--- config.mk ---
export PLATFORM = sky130hd
export DESIGN_NAME = wbu_hostmux_flat
export DESIGN_NICKNAME = d
export VERILOG_FILES = /design/src/rtl/wbu_hostmux_pkg.sv /design/src/rtl/wbu_hostmux_if.sv /design/src/rtl/wbu_hostmux.sv /design/src/flat_wrapper.sv
export SDC_FILE = /design/constraint.sdc
export NUM_CORES = 1
export LEC_CHECK = 0
export ABC_AREA = 1
export CAP_MARGIN = 10
export CORE_MARGIN = 2
export CORE_UTILIZATION = 45
export CTS_CLUSTER_SIZE = 28
export DETAILED_ROUTE_END_ITERATION = 10
export HOLD_SLACK_MARGIN = 0.05
export PLACE_DENSITY = 0.66
export SETUP_SLACK_MARGIN = 0.3
export SKIP_CTS_REPAIR_TIMING = 1
export SLEW_MARGIN = 20
export SYNTH_ARGS = -nofsm -noshare
export SYNTH_HDL_FRONTEND = slang
export SYNTH_SLANG_ARGS = --single-unit
--- constraint.sdc ---
create_clock -name clk -period 4.95 [get_ports clk]
set_input_delay 0.99 -clock clk [delete_from_list [all_inputs] [get_ports clk]]
set_output_delay 0.99 -clock clk [all_outputs]
set_load 0.03 [all_outputs]
--- src/rtl/wbu_hostmux_pkg.sv ---
`default_nettype none
// ============================================================================
// Module      : wbu_hostmux_pkg
// Description : Shared constants and types for the debug-bus / console
//               UART multiplexer. Bit 7 of every link byte is the channel
//               tag and the low seven bits carry the character.
// Revision    : 1.0  initial release
// ============================================================================
package wbu_hostmux_pkg;

    localparam int   CHAR_W  = 7;
    localparam logic TAG_DBG = 1'b1;
    localparam logic TAG_CON = 1'b0;

    typedef logic [CHAR_W-1:0] char_t;
    typedef logic [CHAR_W:0]   link_byte_t;

    // Builds a link byte from a channel tag and a 7-bit character.
    function automatic link_byte_t tag_char(input logic tag, input char_t c);
        return {tag, c};
    endfunction

endpackage
`default_nettype wire

--- src/rtl/wbu_hostmux_if.sv ---
`default_nettype none
// ============================================================================
// Module      : wbu_hostmux_if
// Description : Bundle of every handshake/data signal of wbu_hostmux.
//               slave  : the multiplexer itself
//               master : the surrounding logic (host engine, console, UART)
//   dbg_stb/dbg_data/dbg_busy       debug byte to send (7 bit) + backpressure
//   con_stb/con_data/con_busy       console byte to send (7 bit) + FIFO full
//   tx_stb/tx_data/tx_busy          tagged byte to the UART transmitter
//   rx_stb/rx_data                  tagged byte from the UART receiver
//   dbg_rx_stb/dbg_rx_data          received debug byte
//   con_rx_stb/con_rx_data          received console byte
//   link_active                     far-end debug port alive
// Revision    : 1.0  initial release
// ============================================================================
interface wbu_hostmux_if;

    logic       dbg_stb;
    logic [6:0] dbg_data;
    logic       dbg_busy;
    logic       con_stb;
    logic [6:0] con_data;
    logic       con_busy;
    logic       tx_stb;
    logic [7:0] tx_data;
    logic       tx_busy;
    logic       rx_stb;
    logic [7:0] rx_data;
    logic       dbg_rx_stb;
    logic [6:0] dbg_rx_data;
    logic       con_rx_stb;
    logic [6:0] con_rx_data;
    logic       link_active;

    modport slave (
        input  dbg_stb, dbg_data, con_stb, con_data, tx_busy, rx_stb, rx_data,
        output dbg_busy, con_busy, tx_stb, tx_data,
               dbg_rx_stb, dbg_rx_data, con_rx_stb, con_rx_data, link_active
    );

    modport master (
        output dbg_stb, dbg_data, con_stb, con_data, tx_busy, rx_stb, rx_data,
        input  dbg_busy, con_busy, tx_stb, tx_data,
               dbg_rx_stb, dbg_rx_data, con_rx_stb, con_rx_data, link_active
    );

endinterface
`default_nettype wire

--- src/rtl/wbu_hostmux.sv ---
`default_nettype none
// ============================================================================
// Module      : wbu_hostmux
// Description : Merges a 7-bit debug stream and a buffered 7-bit console
//               stream onto one tagged UART byte stream (bit 7: 1 = debug,
//               0 = console), splits the received stream back into the two
//               channels and tracks far-end debug-port liveness.
// Ports       : clk  - clock
//               rst  - synchronous active-high reset
//               bus  - wbu_hostmux_if.slave (all data/handshake signals)
// Parameters  : LGCON_FIFO - log2 console FIFO depth (>= 1)
//               MAX_BURST  - debug bytes in a row while console waits (>= 1)
//               LGTIMEOUT  - link timeout counter width, 0 = sticky flag
// Revision    : 1.0  initial release
// ============================================================================
module wbu_hostmux
    import wbu_hostmux_pkg::*;
#(
    parameter int LGCON_FIFO = 4,
    parameter int MAX_BURST  = 8,
    parameter int LGTIMEOUT  = 24
) (
    input  logic           clk,
    input  logic           rst,
    wbu_hostmux_if.slave   bus
);

    localparam int                  c_depth      = 1 << LGCON_FIFO;
    localparam logic [LGCON_FIFO:0] c_full_count = (LGCON_FIFO+1)'(c_depth);
    localparam int                  c_burst_w    = $clog2(MAX_BURST + 1);
    localparam logic [c_burst_w-1:0] c_max_burst = c_burst_w'(MAX_BURST);

    // ---------------- console FIFO ----------------
    char_t                  r_mem [c_depth];
    logic [LGCON_FIFO-1:0]  r_wr_ptr;
    logic [LGCON_FIFO-1:0]  r_rd_ptr;
    logic [LGCON_FIFO:0]    r_count;

    logic                   r_ps_full;
    link_byte_t             r_ps_data;
    logic [c_burst_w-1:0]   r_burst;

    logic w_con_empty, w_con_full, w_push, w_dbg_busy, w_dbg_take, w_con_take;

    assign w_con_empty = (r_count == '0);
    assign w_con_full  = (r_count == c_full_count);
    assign w_push      = bus.con_stb && !w_con_full;

    // Debug is stalled only by a full holding register or an exhausted burst
    // allowance with console data waiting; otherwise it always wins.
    assign w_dbg_busy  = r_ps_full || (!w_con_empty && (r_burst == c_max_burst));
    assign w_dbg_take  = bus.dbg_stb && !w_dbg_busy;
    assign w_con_take  = !r_ps_full && !w_dbg_take && !w_con_empty;

    always_ff @(posedge clk) begin
        if (w_push)
            r_mem[r_wr_ptr] <= bus.con_data;
    end

    always_ff @(posedge clk) begin
        if (rst) begin
            r_wr_ptr <= '0;
            r_rd_ptr <= '0;
            r_count  <= '0;
        end else begin
            if (w_push)
                r_wr_ptr <= r_wr_ptr + 1'b1;
            if (w_con_take)
                r_rd_ptr <= r_rd_ptr + 1'b1;
            case ({w_push, w_con_take})
                2'b10:   r_count <= r_count + 1'b1;
                2'b01:   r_count <= r_count - 1'b1;
                default: r_count <= r_count;
            endcase
        end
    end

    // ---------------- holding register and burst counter ----------------
    always_ff @(posedge clk) begin
        if (rst) begin
            r_ps_full <= 1'b0;
            r_ps_data <= '0;
            r_burst   <= '0;
        end else begin
            if (r_ps_full) begin
                if (!bus.tx_busy)
                    r_ps_full <= 1'b0;
            end else if (w_dbg_take) begin
                r_ps_full <= 1'b1;
                r_ps_data <= tag_char(TAG_DBG, bus.dbg_data);
            end else if (w_con_take) begin
                r_ps_full <= 1'b1;
                r_ps_data <= tag_char(TAG_CON, r_mem[r_rd_ptr]);
            end

            if (w_con_take || w_con_empty)
                r_burst <= '0;
            else if (w_dbg_take && (r_burst != c_max_burst))
                r_burst <= r_burst + 1'b1;
        end
    end

    // ---------------- RX split ----------------
    logic  r_dbg_rx_stb, r_con_rx_stb, r_link;
    char_t r_dbg_rx_data, r_con_rx_data;
    logic  w_rx_dbg;

    assign w_rx_dbg = bus.rx_stb && bus.rx_data[7];

    always_ff @(posedge clk) begin
        if (rst) begin
            r_dbg_rx_stb  <= 1'b0;
            r_con_rx_stb  <= 1'b0;
            r_dbg_rx_data <= '0;
            r_con_rx_data <= '0;
        end else begin
            r_dbg_rx_stb <= w_rx_dbg;
            r_con_rx_stb <= bus.rx_stb && !bus.rx_data[7];
            if (bus.rx_stb) begin
                r_dbg_rx_data <= bus.rx_data[6:0];
                r_con_rx_data <= bus.rx_data[6:0];
            end
        end
    end

    // ---------------- link activity ----------------
    generate
        if (LGTIMEOUT > 0) begin : g_timeout
            logic [LGTIMEOUT-1:0] r_timeout;

            always_ff @(posedge clk) begin
                if (rst) begin
                    r_timeout <= '0;
                    r_link    <= 1'b0;
                end else if (w_rx_dbg) begin
                    r_timeout <= '1;
                    r_link    <= 1'b1;
                end else if (r_timeout != '0) begin
                    r_timeout <= r_timeout - 1'b1;
                    // Drop the flag on the same edge the counter hits zero.
                    if (r_timeout == LGTIMEOUT'(1))
                        r_link <= 1'b0;
                end
            end
        end else begin : g_sticky
            always_ff @(posedge clk) begin
                if (rst)
                    r_link <= 1'b0;
                else if (w_rx_dbg)
                    r_link <= 1'b1;
            end
        end
    endgenerate

    // ---------------- outputs ----------------
    assign bus.tx_stb      = r_ps_full;
    assign bus.tx_data     = r_ps_data;
    assign bus.dbg_busy    = w_dbg_busy;
    assign bus.con_busy    = w_con_full;
    assign bus.dbg_rx_stb  = r_dbg_rx_stb;
    assign bus.dbg_rx_data = r_dbg_rx_data;
    assign bus.con_rx_stb  = r_con_rx_stb;
    assign bus.con_rx_data = r_con_rx_data;
    assign bus.link_active = r_link;

endmodule
`default_nettype wire

--- src/flat_wrapper.sv ---
// flat-port wrapper written by rule: the top's interface ports become plain ports
module wbu_hostmux_flat import wbu_hostmux_pkg::*;
#(
    parameter int LGCON_FIFO = 4,
    parameter int MAX_BURST  = 8,
    parameter int LGTIMEOUT  = 24
)
  (clk, rst, bus_dbg_stb, bus_dbg_data, bus_con_stb, bus_con_data, bus_tx_busy, bus_rx_stb, bus_rx_data, bus_dbg_busy, bus_con_busy, bus_tx_stb, bus_tx_data, bus_dbg_rx_stb, bus_dbg_rx_data, bus_con_rx_stb, bus_con_rx_data, bus_link_active);
  wbu_hostmux_if bus_i ();
  input  logic clk;
  input  logic rst;
  input wire logic [$bits(bus_i.dbg_stb)-1:0] bus_dbg_stb;
  input wire logic [$bits(bus_i.dbg_data)-1:0] bus_dbg_data;
  input wire logic [$bits(bus_i.con_stb)-1:0] bus_con_stb;
  input wire logic [$bits(bus_i.con_data)-1:0] bus_con_data;
  input wire logic [$bits(bus_i.tx_busy)-1:0] bus_tx_busy;
  input wire logic [$bits(bus_i.rx_stb)-1:0] bus_rx_stb;
  input wire logic [$bits(bus_i.rx_data)-1:0] bus_rx_data;
  output wire logic [$bits(bus_i.dbg_busy)-1:0] bus_dbg_busy;
  output wire logic [$bits(bus_i.con_busy)-1:0] bus_con_busy;
  output wire logic [$bits(bus_i.tx_stb)-1:0] bus_tx_stb;
  output wire logic [$bits(bus_i.tx_data)-1:0] bus_tx_data;
  output wire logic [$bits(bus_i.dbg_rx_stb)-1:0] bus_dbg_rx_stb;
  output wire logic [$bits(bus_i.dbg_rx_data)-1:0] bus_dbg_rx_data;
  output wire logic [$bits(bus_i.con_rx_stb)-1:0] bus_con_rx_stb;
  output wire logic [$bits(bus_i.con_rx_data)-1:0] bus_con_rx_data;
  output wire logic [$bits(bus_i.link_active)-1:0] bus_link_active;
  assign bus_i.dbg_stb = bus_dbg_stb;
  assign bus_i.dbg_data = bus_dbg_data;
  assign bus_i.con_stb = bus_con_stb;
  assign bus_i.con_data = bus_con_data;
  assign bus_i.tx_busy = bus_tx_busy;
  assign bus_i.rx_stb = bus_rx_stb;
  assign bus_i.rx_data = bus_rx_data;
  assign bus_dbg_busy = bus_i.dbg_busy;
  assign bus_con_busy = bus_i.con_busy;
  assign bus_tx_stb = bus_i.tx_stb;
  assign bus_tx_data = bus_i.tx_data;
  assign bus_dbg_rx_stb = bus_i.dbg_rx_stb;
  assign bus_dbg_rx_data = bus_i.dbg_rx_data;
  assign bus_con_rx_stb = bus_i.con_rx_stb;
  assign bus_con_rx_data = bus_i.con_rx_data;
  assign bus_link_active = bus_i.link_active;
  wbu_hostmux #(.LGCON_FIFO(LGCON_FIFO), .MAX_BURST(MAX_BURST), .LGTIMEOUT(LGTIMEOUT)) u_core (.clk(clk), .rst(rst), .bus(bus_i));
endmodule
==> out/qor.csv, run 1 <==
metric,value,unit
status,"complete, no violations",
Starting DRT DRC Count,531,
clk sink count,176,
layout cells sized above 1,0.06823,
setup_tns,0,ns
Multi-input gate area,2893,um2
via count normalized by instance count,5.057,
post-route ant nets,0,
CTS tree,done,
post-synthesis sequential area ratio,0.5672,
CP Launch Type,flip-flop,
slack of the critical path,1.880,ns
Core ar.,17900,um2
period utilisation layout,0.6203,
Crit path largest cell delay,0.67,ns
Worst VDD drop,0.0003652,V
syn avg cell area,8.823,um2
vias in the first global route,5815,
"most used cell, CP",nand2_1,
pin count of the biggest net entering global routing,57,
Synth Warn #,0,
Final setup viols,0,
Final Hold Violating Endpoints,0,
final WL,18310,um
RD Place Congestion,0.8439,
Remaining DRCs,0,
Longest Clk Path Bufs,2,
Filler cells,1653,
Syn Inst Count,928,
Worst Skew,0.01478,ns
global-route wire length before repair,29530,um
area grow syn2layout,16.00,%
worst skew pair latency,0.44,ns
initial antenna violation count,0,
drt pass-1 iters,5,
Netlist cell types,40,
grt ovf,0,
Hold WC Path Type,reg2reg,
port buffer count,55,
post-synthesis compound-gate area fraction,0.04951,
worst rel slew slack,0.4896,
chip width,138.9,um
maximum fanout along the worst path,10,
Placed Area,8869,um2
CP Class,reg2out,
Worst EP required,3.96,ns
Pwr Density,462.0,nW/um2
Arrival @ worst endpoint,2.08,ns
antenna cell count,0,
Seq cells post-synth,176,
Nets,1010,
crit-path cells,"inv_1, ha_1, nand2_1, nor2_4, nand2_4, nand2_1, clkdlybuf4s50_1",
RSZ-0062 raised after global routing,no,
TritonCTS buffer count,17,
main combinational cell family by area after synthesis,simple AND/OR/NAND/NOR gates,
Finished Cell Area,9498,um2
Die ar.,19290,um2
actual slew at the worst max-slew pin,0.7633,ns
chip height,138.9,um
Leak,0.004033,uW
Synth Area in XOR/XNOR,0.01605,
drt wl/cell,15.12,um
number of core rows,49,
Ports,56,
detailed placement HPWL,11850,um
Tmin final,3.070,ns
"CTS clk-pin slew, worst paths",0.06,ns
Post-Synth Simple-Gate Area,0.2679,
vias,6124,
Initial Utilization,0.4574,
FMAX,325.7,MHz
WHS,0.4618,ns
Critical Path Sink Type,primary output,
Max-Cap Viols,0,
Max Slew Vio Count,0,
"most common cell after layout, fill and taps aside",nand2_1,
Mapped Nets,969,
pre-CTS setup slack,1.523,ns
H-tree levels,4,
CP max stage cell,clkdlybuf4s50_1,
sequential cell area,4646,um2
synthesized area,8188,um2
Synth Area in Adders,0.01987,
root buffer cell,clkbuf_16,
Tot GR Track Use,0.1936,
most frequent cells in the layout,"254 x nand2_1, 113 x inv_1, 112 x edfxtp_1",
mux contribution to synthesized area,0,
[power by group]
group	leakage (uW)	internal (uW)	switching (uW)	total (uW)
Combinational	0.00219	391	781	1170
Sequential	0.00154	1670	120	1790
Clock	0.000306	852	574	1430
[registers in the layout, indices dropped and copies added, names as in the netlist, named ones only]
name,flops
u_core.bus.tx_data,8
u_core.r_burst,4
u_core.r_count,5
u_core.bus.con_rx_data,7
u_core.g_timeout.r_timeout,24
u_core.bus.dbg_rx_stb,1
u_core.bus.tx_stb,1
u_core.r_rd_ptr,4
u_core.r_wr_ptr,4
u_core.bus.con_rx_stb,1
u_core.bus.link_active,1
u_core.r_mem,112
[synthesized netlist by cell type]
master    number  area (um2)
a21o_1         1       7.510
nand3_1       90       450.4
inv_2          7       26.28
nand3_2        1       10.01
nor3_2         1       10.01
buf_4          7       52.55
edfxtp_1     112        3363
o21bai_1       1       7.510
a21boi_1       1       7.510
nand2_1      254       953.4
nor2_4         7       78.83
clkbuf_1      10       37.54
nor3_1         9       45.04
nand4_1       17       106.4
o31ai_1        1       7.510
a21boi_0       3       22.52
nand2_2        3       18.77
clkinv_1       1       3.750
ha_1          13       162.7
xor2_1        12       105.1
a31oi_1        4       25.02
nand3b_1       7       52.55
dfxtp_1       64        1281
nand4_4        1       21.27
clkinv_4       1       8.760
a21oi_2        2       17.52
a21oi_1       33       165.2
o21ai_1        2       10.01
nor2_1        92       345.3
a211oi_1       1       7.510
buf_2         18       90.09
xnor2_1        3       26.28
o211ai_1       1       7.510
inv_1        113       424.2
buf_1          2       7.510
nor2_2         3       18.77
nor2_8         1       20.02
nand3_4        1       17.52
o21ai_0       24       120.1
nand2_4        4       45.04
[metrics by stage]
stage,total power [uW],util,cells
final,4388,0.5305,1211
after global routing,4633,0.5305,1211
after CTS,4422,0.5305,1211
after detailed placement,2991,0.4954,1179
after global placement,2979,0.4954,1179
after floorplan,2637,-,928
[routing by layer]
layer | track usage | part of all wire | vias to the layer above | routed length (um)
met4 | 0.06911 | 0.021 | 0 | 387
li1 | - | - | 3091 | -
met2 | 0.3111 | 0.45 | 169 | 8325
met5 | 0 | 0 | - | 0
met3 | 0.04178 | 0.056 | 30 | 1024
met1 | 0.2608 | 0.47 | 2834 | 8572
[path summary, 6_finish.rpt]
kind	startpoint	cells after the start	slack [ns]	to
worst max-delay path	u_core.r_burst[0]$_SDFFE_PP0P_	7	1.88	bus_dbg_busy
worst max register to register	u_core.r_burst[0]$_SDFFE_PP0P_	17	2.31	u_core.r_count[4]$_SDFFE_PP0P_
worst min register to register	u_core.bus.tx_data[3]$_SDFFE_PP0P_	2	0.46	u_core.bus.tx_data[3]$_SDFFE_PP0P_
worst min-delay path	u_core.bus.tx_data[3]$_SDFFE_PP0P_	2	0.46	u_core.bus.tx_data[3]$_SDFFE_PP0P_
[cell type report]
| cell class | instances | area share |
|---|---|---|
| clock buffer | 17 | 0.04479 |
| clock inverter | 15 | 0.02147 |
| inverter | 122 | 0.04874 |
| multi-input combinational | 593 | 0.3046 |
| sequential | 176 | 0.4891 |
| tap | 229 | 0.03017 |
| timing repair buffer | 59 | 0.06113 |
[worst max-delay path: cells and delay by family, from the launching register on]
kind | cells | cell delay (ns)
buf+inv | 2 | 0.74
simple gates | 4 | 0.42
flops | 1 | 0.35
fa+ha+maj | 1 | 0.14
[logic make-up after synthesis]
family,after synthesis
AOI/OAI and AO/OA,74
xor gates and xnor gates,15
adders and majority gates,13
buffers and inverters,159
DFF,176
and+or+nand+nor,491
Note: power is estimated with default switching activity, not from simulation.
==> run 2, diff against run 1 <==
==> constraint.sdc (replaced) <==
create_clock -name clk -period 2.95 [get_ports clk]
set_input_delay 0.59 -clock clk [delete_from_list [all_inputs] [get_ports clk]]
set_output_delay 0.59 -clock clk [all_outputs]
set_load 0.03 [all_outputs]
==> run 2 against run 1 <==
Final area is 0.37% higher. Total power is 63% higher. Clock power is 52% higher. Register-to-register slack worse by 1.9 ns. Sequential share of layout area is 0.18 points lower. Clock skew hardly changed. Critical path depth is 10 higher. Hold slack hardly changed. Wire length is 0.29% lower. Global-route usage is 0.11 points higher. Critical path type is now reg2reg.
==> out/qor.csv, run 2 (synthesized netlist as in run 1, its figures left out) <==
metric,value,unit
status,"complete, no violations",
hold worst-path end,u_core.bus.tx_data[7]$_SDFFE_PP0P_,
detailed placement HPWL,12040,um
layout cells sized above 1,0.07980,
CP max stage cell,dfxtp_1,
"most used cell, CP",nand2_1,
Longest Clk Path Bufs,2,
busiest layer in global routing,met2,
initial antenna violation count,0,
actual slew at the worst max-slew pin,0.8054,ns
pin count of the biggest net entering global routing,57,
"CTS clk-pin slew, worst paths",0.07,ns
Arrival @ worst endpoint,2.89,ns
Max Slew Vio Count,0,
Initial Utilization,0.4574,
Nets,1018,
post-route ant nets,0,
combinational power share,0.278,
final WL,18260,um
Filler cells,1617,
via count normalized by instance count,4.947,
Leak,0.004051,uW
TritonCTS buffer count,17,
hold path cells,2,
Final Hold Violating Endpoints,0,
reg2reg setup slack,0.42,ns
Remaining DRCs,0,
global-route wire length before repair,29760,um
port buffer count,55,
maximum fanout along the worst path,10,
antenna cell count,0,
met2 Track Usage GR,0.2987,
number of core rows,49,
Core ar.,17900,um2
FMAX,394.9,MHz
crit-path cells,"inv_1, ha_1, nand2_1, nor2_4, nand2_4, a21oi_4, nand2_2, inv_2, ha_4, xor2_2, ha_1, a21o_1, nand3_1, nand2_1, xor2_1, nand2_1, a21oi_1",
Worst VDD drop,0.0004932,V
Max-Cap Viols,0,
sw frac,0.3575,
Pwr Density,749.2,nW/um2
most frequent cells in the layout,"254 x nand2_1, 113 x inv_1, 112 x edfxtp_1",
Multi-input gate area,2920,um2
Worst Reg-to-Reg Cells,17,
"most common cell after layout, fill and taps aside",nand2_1,
Int Power,4589,uW
RR Endpoint,u_core.r_count[4]$_SDFFE_PP0P_,
met3 Use GR,0.03729,
Final setup viols,0,
RD Place Congestion,0.8672,
Starting DRT DRC Count,350,
Worst EP required,3.31,ns
WHS,0.4615,ns
area grow syn2layout,16.43,%
RSZ-0062 raised after global routing,yes,
chip height,138.9,um
Critical Path Sink Type,flip-flop,
CTS tree,done,
chip width,138.9,um
Biggest register,u_core.r_mem,
drt pass-1 iters,6,
Ports,56,
H-tree levels,4,
drt wl/cell,14.98,um
Crit path largest cell delay,0.35,ns
Largest register FFs,112,
vias in the first global route,5771,
Tmin final,2.532,ns
Worst Skew,0.01453,ns
Clock power frac,0.305,
grt ovf,0,
CP Class,reg2reg,
Hold WC Path Type,reg2reg,
Flop pwr share,0.417,
vias,6031,
period utilisation layout,0.8584,
Reg2Reg Launch Point,u_core.r_burst[0]$_SDFFE_PP0P_,
hold_sp,u_core.bus.tx_data[7]$_SDFFE_PP0P_,
root buffer cell,clkbuf_16,
crit-path leading delay family,simple AND/OR/NAND/NOR gates,
number of buffers and inverters on the critical path,2,
Die ar.,19290,um2
Tot GR Track Use,0.1947,
GRT met1 Usage,0.2740,
worst skew pair latency,0.44,ns
clk sink count,176,
worst rel slew slack,0.4614,
setup_tns,0,ns
sequential cell area,4646,um2
CP Launch Type,flip-flop,
P_sw,2554,uW
-- run 2: worst reg2reg max path, stage by stage (launching register included) --
cell	delay, ns
dfxtp_1	0.35
inv_1	0.07
ha_1	0.14
nand2_1	0.08
nor2_4	0.15
nand2_4	0.12
a21oi_4	0.16
nand2_2	0.11
inv_2	0.14
ha_4	0.18
xor2_2	0.17
ha_1	0.16
a21o_1	0.11
nand3_1	0.08
nand2_1	0.09
xor2_1	0.16
nand2_1	0.07
a21oi_1	0.11
-- run 2: power by group through the flow --
stage | Sequential (uW) | Clock [uW] | Combinational (uW)
finish | 2980 | 2180 | 1990
global placement | 3020 | 0 | 1950
detailed placement | 3030 | 0 | 1970
global route | 3010 | 2310 | 2240
CTS | 2980 | 2220 | 1990
floorplan | 3070 | 0 | 1350
-- run 2: how the worst max path moves through the flow --
| stage | to | cells after the start | slack [ns] | start |
|---|---|---|---|---|
| 2_1_floorplan | u_core.r_count[4]$_SDFFE_PP0P_ | 17 | 0.61 | u_core.r_burst[0]$_SDFFE_PP0P_ |
| 3_5_place_dp | u_core.r_count[4]$_SDFFE_PP0P_ | 13 | 0.11 | bus_dbg_stb |
| 5_1_grt | u_core.r_count[4]$_SDFFE_PP0P_ | 17 | 0.16 | u_core.r_burst[0]$_SDFFE_PP0P_ |
| 6_report | u_core.r_count[4]$_SDFFE_PP0P_ | 17 | 0.42 | u_core.r_burst[0]$_SDFFE_PP0P_ |
| 3_3_place_gp | u_core.r_count[4]$_SDFFE_PP0P_ | 13 | 0.22 | bus_dbg_stb |
| 4_1_cts | bus_dbg_busy | 7 | 0.24 | u_core.r_burst[0]$_SDFFE_PP0P_ |
-- run 2: cell type report --
class / count / area share
repair buffers: 67 / 0.06746
inverters: 122 / 0.04856
flip-flops and latches: 176 / 0.4873
clock buffers: 17 / 0.04463
clock inverters: 15 / 0.01562
multi-input cells: 593 / 0.3063
well taps: 229 / 0.03006
-- run 2: metal layers --
layer  wire [um]  vias up
li1            -     3108
met3         970       26
met5           0        -
met4         378        0
met2        8259      183
met1        8648     2714
-- run 2: stage by stage --
| step | utilization | cell area [um2] | power (uW) | setup WS (ns) | std cells |
|---|---|---|---|---|---|
| global route | 0.5325 | 9533 | 7554 | 0.1649 | 1219 |
| detailed placement | 0.4987 | 8929 | 5000 | 0.1085 | 1187 |
| floorplan | - | 8188 | 4424 | 0.6090 | 928 |
| CTS | 0.5308 | 9503 | 7178 | 0.2381 | 1219 |
| finish | 0.5325 | 9533 | 7142 | 0.4177 | 1219 |
| global placement | 0.4987 | 8929 | 4977 | 0.2196 | 1187 |
